File: src/rtl/gray_seq_ctrl.sv
// gray_seq_ctrl
//
// Sequencer that counts a binary value from 0 up to a latched terminal count
// and presents it as registered Gray code. Each count value is held for DIV
// clock cycles. The sequence can be paused, aborted or reset at any time.
// Completion is signalled by a single-cycle done pulse.
//
// Parameters
//   WIDTH     count and Gray output width in bits (>= 2)
//   DIV       clock cycles per count step (>= 1)
//
// Ports
//   clk       clock, all state changes on its rising edge
//   rst_n     asynchronous active-low reset
//   start     start request, honoured only in IDLE
//   pause     level, freezes the sequence while high in RUN/HOLD
//   abort     level, forces return to IDLE from any state
//   limit     binary terminal count, latched when a start is accepted
//   gray_out  registered Gray code of the internal binary count
//   busy      high in RUN and HOLD
//   done      one-cycle pulse when the sequence completes

module gray_seq_ctrl #(
    parameter int unsigned WIDTH = 4,
    parameter int unsigned DIV   = 2
) (
    input  logic             clk,
    input  logic             rst_n,
    input  logic             start,
    input  logic             pause,
    input  logic             abort,
    input  logic [WIDTH-1:0] limit,
    output logic [WIDTH-1:0] gray_out,
    output logic             busy,
    output logic             done
);

    // Prescaler needs at least one bit even when DIV == 1.
    localparam int unsigned      PSC_W    = (DIV > 1) ? $clog2(DIV) : 1;
    localparam logic [PSC_W-1:0] PSC_LAST = PSC_W'(DIV - 1);

    typedef enum logic [1:0] {
        StIdle,
        StRun,
        StHold,
        StDone
    } state_e;

    state_e           state_q, state_d;
    logic [WIDTH-1:0] cnt_q, cnt_d;
    logic [WIDTH-1:0] lim_q, lim_d;
    logic [WIDTH-1:0] gray_q, gray_d;
    logic [PSC_W-1:0] psc_q, psc_d;

    logic accept;
    logic step;
    logic at_limit;

    assign accept   = (state_q == StIdle) && start && !abort;
    assign step     = (state_q == StRun) && (psc_q == PSC_LAST);
    assign at_limit = (cnt_q == lim_q);

    // ------------------------------------------------------------------
    // FSM: state register
    // ------------------------------------------------------------------
    always_ff @(posedge clk or negedge rst_n) begin
        if (!rst_n) begin
            state_q <= StIdle;
        end else begin
            state_q <= state_d;
        end
    end

    // ------------------------------------------------------------------
    // FSM: next-state logic
    // abort wins over everything; a terminal step wins over pause, and a
    // pause seen in a non-terminal step cycle lands in HOLD after the step.
    // ------------------------------------------------------------------
    always_comb begin
        state_d = state_q;
        if (abort) begin
            state_d = StIdle;
        end else begin
            unique case (state_q)
                StIdle: begin
                    if (start) begin
                        state_d = StRun;
                    end
                end
                StRun: begin
                    if (step && at_limit) begin
                        state_d = StDone;
                    end else if (pause) begin
                        state_d = StHold;
                    end
                end
                StHold: begin
                    if (!pause) begin
                        state_d = StRun;
                    end
                end
                StDone: begin
                    state_d = StIdle;
                end
                default: begin
                    state_d = StIdle;
                end
            endcase
        end
    end

    // ------------------------------------------------------------------
    // FSM: outputs, decoded from registered state only
    // ------------------------------------------------------------------
    always_comb begin
        busy = 1'b0;
        done = 1'b0;
        unique case (state_q)
            StRun:   busy = 1'b1;
            StHold:  busy = 1'b1;
            StDone:  done = 1'b1;
            default: begin
                busy = 1'b0;
                done = 1'b0;
            end
        endcase
    end

    // ------------------------------------------------------------------
    // Datapath next-state: count, prescaler, latched limit
    // ------------------------------------------------------------------
    always_comb begin
        cnt_d = cnt_q;
        psc_d = psc_q;
        lim_d = lim_q;
        if (abort) begin
            cnt_d = '0;
            psc_d = '0;
        end else if (accept) begin
            cnt_d = '0;
            psc_d = '0;
            lim_d = limit;
        end else if (state_q == StRun) begin
            if (step) begin
                psc_d = '0;
                // At the terminal count the value is held into DONE/IDLE.
                if (!at_limit) begin
                    cnt_d = cnt_q + 1'b1;
                end
            end else if (!pause) begin
                psc_d = psc_q + 1'b1;
            end
        end
    end

    // Gray encoding of the current count; registered, so it trails cnt by
    // one cycle.
    always_comb begin
        gray_d = cnt_q ^ (cnt_q >> 1);
    end

    always_ff @(posedge clk or negedge rst_n) begin
        if (!rst_n) begin
            cnt_q  <= '0;
            psc_q  <= '0;
            lim_q  <= '0;
            gray_q <= '0;
        end else begin
            cnt_q  <= cnt_d;
            psc_q  <= psc_d;
            lim_q  <= lim_d;
            gray_q <= gray_d;
        end
    end

    assign gray_out = gray_q;

    // ------------------------------------------------------------------
    // Invariants
    // ------------------------------------------------------------------
`ifndef SYNTHESIS
    a_busy_done_excl : assert property (
        @(posedge clk) disable iff (!rst_n) !(busy && done)
    );

    a_psc_range : assert property (
        @(posedge clk) disable iff (!rst_n) (psc_q <= PSC_LAST)
    );

    a_cnt_bounded : assert property (
        @(posedge clk) disable iff (!rst_n) (!busy || (cnt_q <= lim_q))
    );
`endif

endmodule
File: config.mk
export PLATFORM = sky130hd
export DESIGN_NAME = gray_seq_ctrl
export DESIGN_NICKNAME = d
export VERILOG_FILES = /design/src/rtl/gray_seq_ctrl.sv
export SDC_FILE = /design/constraint.sdc
export NUM_CORES = 1
export LEC_CHECK = 0
export ABC_AREA = 1
export CAP_MARGIN = 30
export CORE_UTILIZATION = 48
export DETAILED_ROUTE_END_ITERATION = 6
export GPL_TIMING_DRIVEN = 0
export PLACE_DENSITY = 0.82
export SKIP_LAST_GASP = 1
export SLEW_MARGIN = 0
export SYNTH_ARGS = -nofsm -noshare
export SYNTH_HDL_FRONTEND = slang
export SYNTH_SLANG_ARGS = --single-unit
File: constraint.sdc
create_clock -name clk -period 3.1 [get_ports clk]
set_clock_uncertainty 0.2 [all_clocks]
set_input_delay 0.62 -clock clk [delete_from_list [all_inputs] [get_ports clk]]
set_output_delay 0.62 -clock clk [all_outputs]
set_load 0.01 [all_outputs]
==> flow_summary.toml, run 1 <==
[outcome]
status = "complete, no violations"

[route]
ant_nets = 0
first_iter_violations = 11
dr_total_vias = 684
first_pass_iters = 4
wl_per_cell_um = 11.20
wirelength_um = 1467
via_per_inst = 5.221
drc = 0

[die]
initial_core_util_pct = 53.00
die_h_um = 43.26
pin_count = 15
core.rowCount = 14
fp.dieW_um = 43.26
core_area_um2 = 1541
dieArea_um2 = 1871

[grt]
grt_remaining_overflow = 0
grt_pass1_vias = 689
grt_pass1_wl_um = 2704
antenna_found_initial = 0
grt_util_all_layers_pct = 19.91
grt_max_degree = 16

[sta]
setup_violations = 0
fin_hold_ws_ps = 313.0
max_slew_margin_pct = 56.37
period_needed_ps = 2393
worstMarginPinSlew_ps = 652.4
tns_ps = 0
setup_slack_ps = 706.5
period_share_pct = 77.21
rsz0062_at_grt = "no"
slew_violations = 0
max_freq_ghz = 0.4178
finalHoldViolCount = 0

[power_and_ir_drop]
total_power_uw = 623.2
leakage_nw = 0.5033
intPower_uw = 390.4
net-switching-power_uw = 232.8
power_frac_seq_pct = 42.6
pwr-share-clk_pct = 17.6
switching_share_pct = 37.35
vdd_drop_max_uv = 350.7
power_density_nw_per_um2 = 621.1
combPwrFrac_pct = 39.8

[logic_synthesis]
yosysWarnings = 0
synth_area_um2 = 817.0
yosys.area_share.xor_xnor_pct = 2.144
async_flop_share_pct = 100.0
ys_ff_latch = 15
ys.flop_type = "dfrtp_1"
ys_top_cells_by_area = "dfrtp_1 46%, nand2_1 10%, ha_1 9.2%, inv_1 5.5%, nand3_2 4.9%"
synth-edff-count = 0
synth_top_area_cell = "dfrtp_1"
syn_avg_cell_area_um2 = 8.423
synth-compound-area-share_pct = 9.495
synth-seq-area-share_pct = 45.94
synthMuxAreaShare_pct = 0
ys_types = 18
synth_top_area_share_pct = 45.94
synthSimpleGateAreaFrac_pct = 25.88
synthTopCellsByCount = "22 x nand2_1, 15 x dfrtp_1, 12 x inv_1"
synth_nets = 112
synthAdderAreaFrac_pct = 9.188
synth_cells = 97
synth_top_family_by_area = "simple AND/OR/NAND/NOR gates"
synth.most_common_cell = "nand2_1"

[finish]
drive_gt1_share_pct = 14.78
stdcell_area_um2 = 1003
syn_to_final_growth_pct = 22.82
fin_nets = 131
final_cells = 131
final_util_pct = 65.10
fillers = 136
antenna_cells = 0

[clock_tree]
cts_buffers = 3
cts_resized = 0
cts.sinks = 15
cts_hold_buf = 0
clock_latency_ps = 290
clock-root-buffer = "clkbuf_4"
cts_htree_levels = 1
clk_pin_slew_ps = 80
post_cts_buffers = 0
clock_path_buffers = 2
cts_tree = "done"

[critical_path]
regToRegSetupSlack_ps = 1490
crit_fanout = 4
endpoint_kind = "output port"
crit_path_start_kind = "flop"
worst_r2r_path_depth = 7
cp_data_required_time_ps = 2280
critPathArrivalTime_ps = 1570
r2r-end = "cnt_q[0]$_DFFE_PN0P_"
critPathKind = "reg2out"
r2r_start = "state_q[0]$_DFFE_PN0P_"

[job]
cap_violations = 0

[worst_hold_path]
min_to = "gray_out[3]$_DFF_PN0_"
hold_class = "reg2reg"
hold_depth = 0
hold_start = "cnt_q[3]$_DFFE_PN0P_"

[placement]
dp_slack_ps = 1017
finalWeightedCongestion = 0.7900
dp_cells = 127
place_area_um2 = 977.2
hpwlAfterDp_um = 1167
io_buffers = 14
[metal layers]
layer	share of wire [%]	vias up	global-route usage, %
met2	49	11	32.84
met4	3.1	0	13.33
met5	0	-	0
met1	45	323	23.01
li1	-	345	-
met3	3.1	5	3.830
[placed cells by master, fill, tap and decap left out]
cell type        count
a21oi_2              1
nand2_1             22
clkdlybuf4s50_1     14
clkbuf_4             3
inv_1               12
nand3_2              4
nor3_1               1
o21ai_1              4
a21oi_1              7
o21ai_0              1
ha_1                 6
inv_2                4
dfrtp_1             15
nor2_2               2
o2111ai_1            1
nor2_1               8
xor2_1               2
nand3_1              2
clkbuf_1             1
nand4_1              2
nand2_2              3
[cells by family after synthesis]
| group | Yosys count |
|---|---|
| xor gates and xnor gates | 2 |
| buffers and inverters | 16 |
| DFF | 15 |
| AOI/OAI and AO/OA | 14 |
| and+or+nand+nor | 44 |
| adders and majority gates | 6 |
[registers in the layout, summed over array words and instances (netlist names)]
signal and flops:
cnt_q 4, gray_out 4, lim_q 4, psc_q 1
state_q 2
[how the worst max path moves through the flow]
stage | start | end | slack, ps
floorplan | state_q[0]$_DFFE_PN0P_ | busy | 1530
global route | state_q[0]$_DFFE_PN0P_ | busy | 640
CTS | state_q[0]$_DFFE_PN0P_ | busy | 700
global placement | state_q[0]$_DFFE_PN0P_ | busy | 1050
finish | state_q[0]$_DFFE_PN0P_ | busy | 710
detailed placement | state_q[0]$_DFFE_PN0P_ | busy | 1020
[power by group through the flow]
stage,clock network (mW),registers [mW],logic [mW]
after floorplan,0,0.263,0.176
after global placement,0,0.266,0.240
after detailed placement,0,0.270,0.248
after CTS,0.115,0.266,0.249
after global routing,0.122,0.270,0.281
final,0.110,0.265,0.248
[worst max-delay path, stage by stage (launching register included)]
cell and delay (ps):
dfrtp_1 400, inv_1 90, ha_1 280, clkdlybuf4s50_1 520
[cell type report]
class	instances	area [um2]	share of cell area [%]
Clock buffer	4	26.28	2.618
Inverter	16	60.06	5.985
Sequential cell	15	375.4	37.41
Tap cell	16	20.02	1.995
Multi-Input combinational cell	66	381.6	38.03
Timing Repair Buffer	14	140.1	13.97
No activity file was read; power rests on OpenSTA's default activity.
==> inputs of run 2 (changes only) <==
clock period = 2.3 ns   (was 3.1 ns; I/O delays follow)
==> run 2 against run 1 <==
Register-to-register slack got worse by 770 ps. Total power grew 38%. Worst hold slack unchanged. Highest routed layer unchanged. Clock power is 35% higher. Largest cell class unchanged. Worst setup slack worse by 610 ps. Wire length rose by 1.2%. Core utilization up 0.97 points. Critical endpoint unchanged.
==> flow_summary.toml, run 2 (synthesis results as in run 1) <==
[route]
via_per_inst = 5.158
drc = 0
dr_total_vias = 686
first_pass_iters = 4
ant_nets = 0
wirelength_um = 1485
first_iter_violations = 10
wl_per_cell_um = 11.17

[grt]
grt_pass1_vias = 689
grt_util_all_layers_pct = 19.91
grt_pass1_wl_um = 2704
grt_max_degree = 16
grt_remaining_overflow = 0
antenna_found_initial = 0

[critical_path]
crit_path_start_kind = "flop"
critPathKind = "reg2out"
path_buf_inv = 2
cp_slowest_stage_delay_ps = 520
cp_data_required_time_ps = 1640
path_cells = "inv_1 > ha_1 > clkdlybuf4s50_1"
endpoint_kind = "output port"
crit_fanout = 3
critical_path.top_delay_family = "buffers and inverters"
critPathArrivalTime_ps = 1550
cp_slowest_cell = "clkdlybuf4s50_1"

[die]
pin_count = 15
fp.dieW_um = 43.26
initial_core_util_pct = 53.00
die_h_um = 43.26
core_area_um2 = 1541
core.rowCount = 14
dieArea_um2 = 1871

[job]
cap_violations = 0

[worst_hold_path]
hold_class = "reg2reg"

[sta]
finalHoldViolCount = 0
setup_violations = 0
slew_violations = 0
worstMarginPinSlew_ps = 652.4
max_freq_ghz = 0.4533
tns_ps = 0
max_slew_margin_pct = 56.37
period_share_pct = 95.92
period_needed_ps = 2206
rsz0062_at_grt = "no"

[placement]
finalWeightedCongestion = 0.7900
io_buffers = 14
place_area_um2 = 977.2
hpwlAfterDp_um = 1167

[clock_tree]
clk_pin_slew_ps = 80
clock-root-buffer = "clkbuf_4"
clock_path_buffers = 2
cts_htree_levels = 1
cts_resized = 0
cts.sinks = 15
clock_latency_ps = 290
cts_buffers = 3
cts_hold_buf = 0
cts_tree = "done"

[finish]
final_util_pct = 66.07
antenna_cells = 0
syn_to_final_growth_pct = 24.66
stdcell_area_um2 = 1018
layout.cells.most_common = "nand2_1"
drive_gt1_share_pct = 16.24
final_cell_mix = "22 x nand2_1, 15 x dfrtp_1, 14 x clkdlybuf4s50_1"
fin_nets = 133

[power_and_ir_drop]
vdd_drop_max_uv = 472.8
power_density_nw_per_um2 = 846.7
total_power_uw = 862.3
leakage_nw = 0.5136

[outcome]
status = "complete, no violations"
## run 2: cell count changes in the layout (fill, tap and decap cells not counted)
cell,before,now
buf_4,0,2
## run 2: per-stage QoR
stage / worst slack (ps) / instances / hold WS, ps
global route: 20.67 / 133 / 335.8
detailed placement: 377.5 / 127 / 289.6
finish: 93.93 / 133 / 313.0
CTS: 58.37 / 131 / 315.7
floorplan: 886.1 / 97 / -35.59
global placement: 408.6 / 127 / 294.4
## run 2: worst paths after layout
kind / startpoint / to / slack [ps] / depth (start not counted)
min in group asynchronous: rst_n / lim_q[3]$_DFFE_PN0P_ / 370 / 1
worst max register to register: state_q[0]$_DFFE_PN0P_ / cnt_q[0]$_DFFE_PN0P_ / 720 / 7
worst min register to register: cnt_q[3]$_DFFE_PN0P_ / gray_out[3]$_DFF_PN0_ / 310 / 0
max in group asynchronous: rst_n / state_q[1]$_DFFE_PN0P_ / 1110 / 1
worst min-delay path: cnt_q[3]$_DFFE_PN0P_ / gray_out[3]$_DFF_PN0_ / 310 / 0
worst max-delay path: state_q[0]$_DFFE_PN0P_ / busy / 90 / 3
## run 2: repair_timing
action / 4_1_cts / 5_1_grt
setup endpoints to repair: 0 / 1
hold endpoints to repair: 0 / 0
buffers inserted: 0 / 2
## run 2: report_power, final
part,switching (mW),internal [mW],total (mW)
Clock,0.0806,0.0675,0.148
Sequential,0.0341,0.319,0.353
Combinational,0.204,0.157,0.361
## run 2: routing by layer
metal / share of wire, % / wire length (um) / track usage (%) / vias up
li1: - / - / - / 349
met1: 45 / 666 / 23.01 / 319
met2: 49 / 723 / 32.84 / 13
met3: 3.3 / 49 / 3.830 / 5
met4: 3.0 / 45 / 13.33 / 0
met5: 0 / 0 / 0 / -
## run 2: layout make-up
cell class / instances / area [um2]
Fill cell: 138 / 523.0
Multi-Input combinational cell: 66 / 381.6
Sequential cell: 15 / 375.4
Timing Repair Buffer: 16 / 155.1
Inverter: 16 / 60.06
Clock buffer: 4 / 26.28
Tap cell: 16 / 20.02
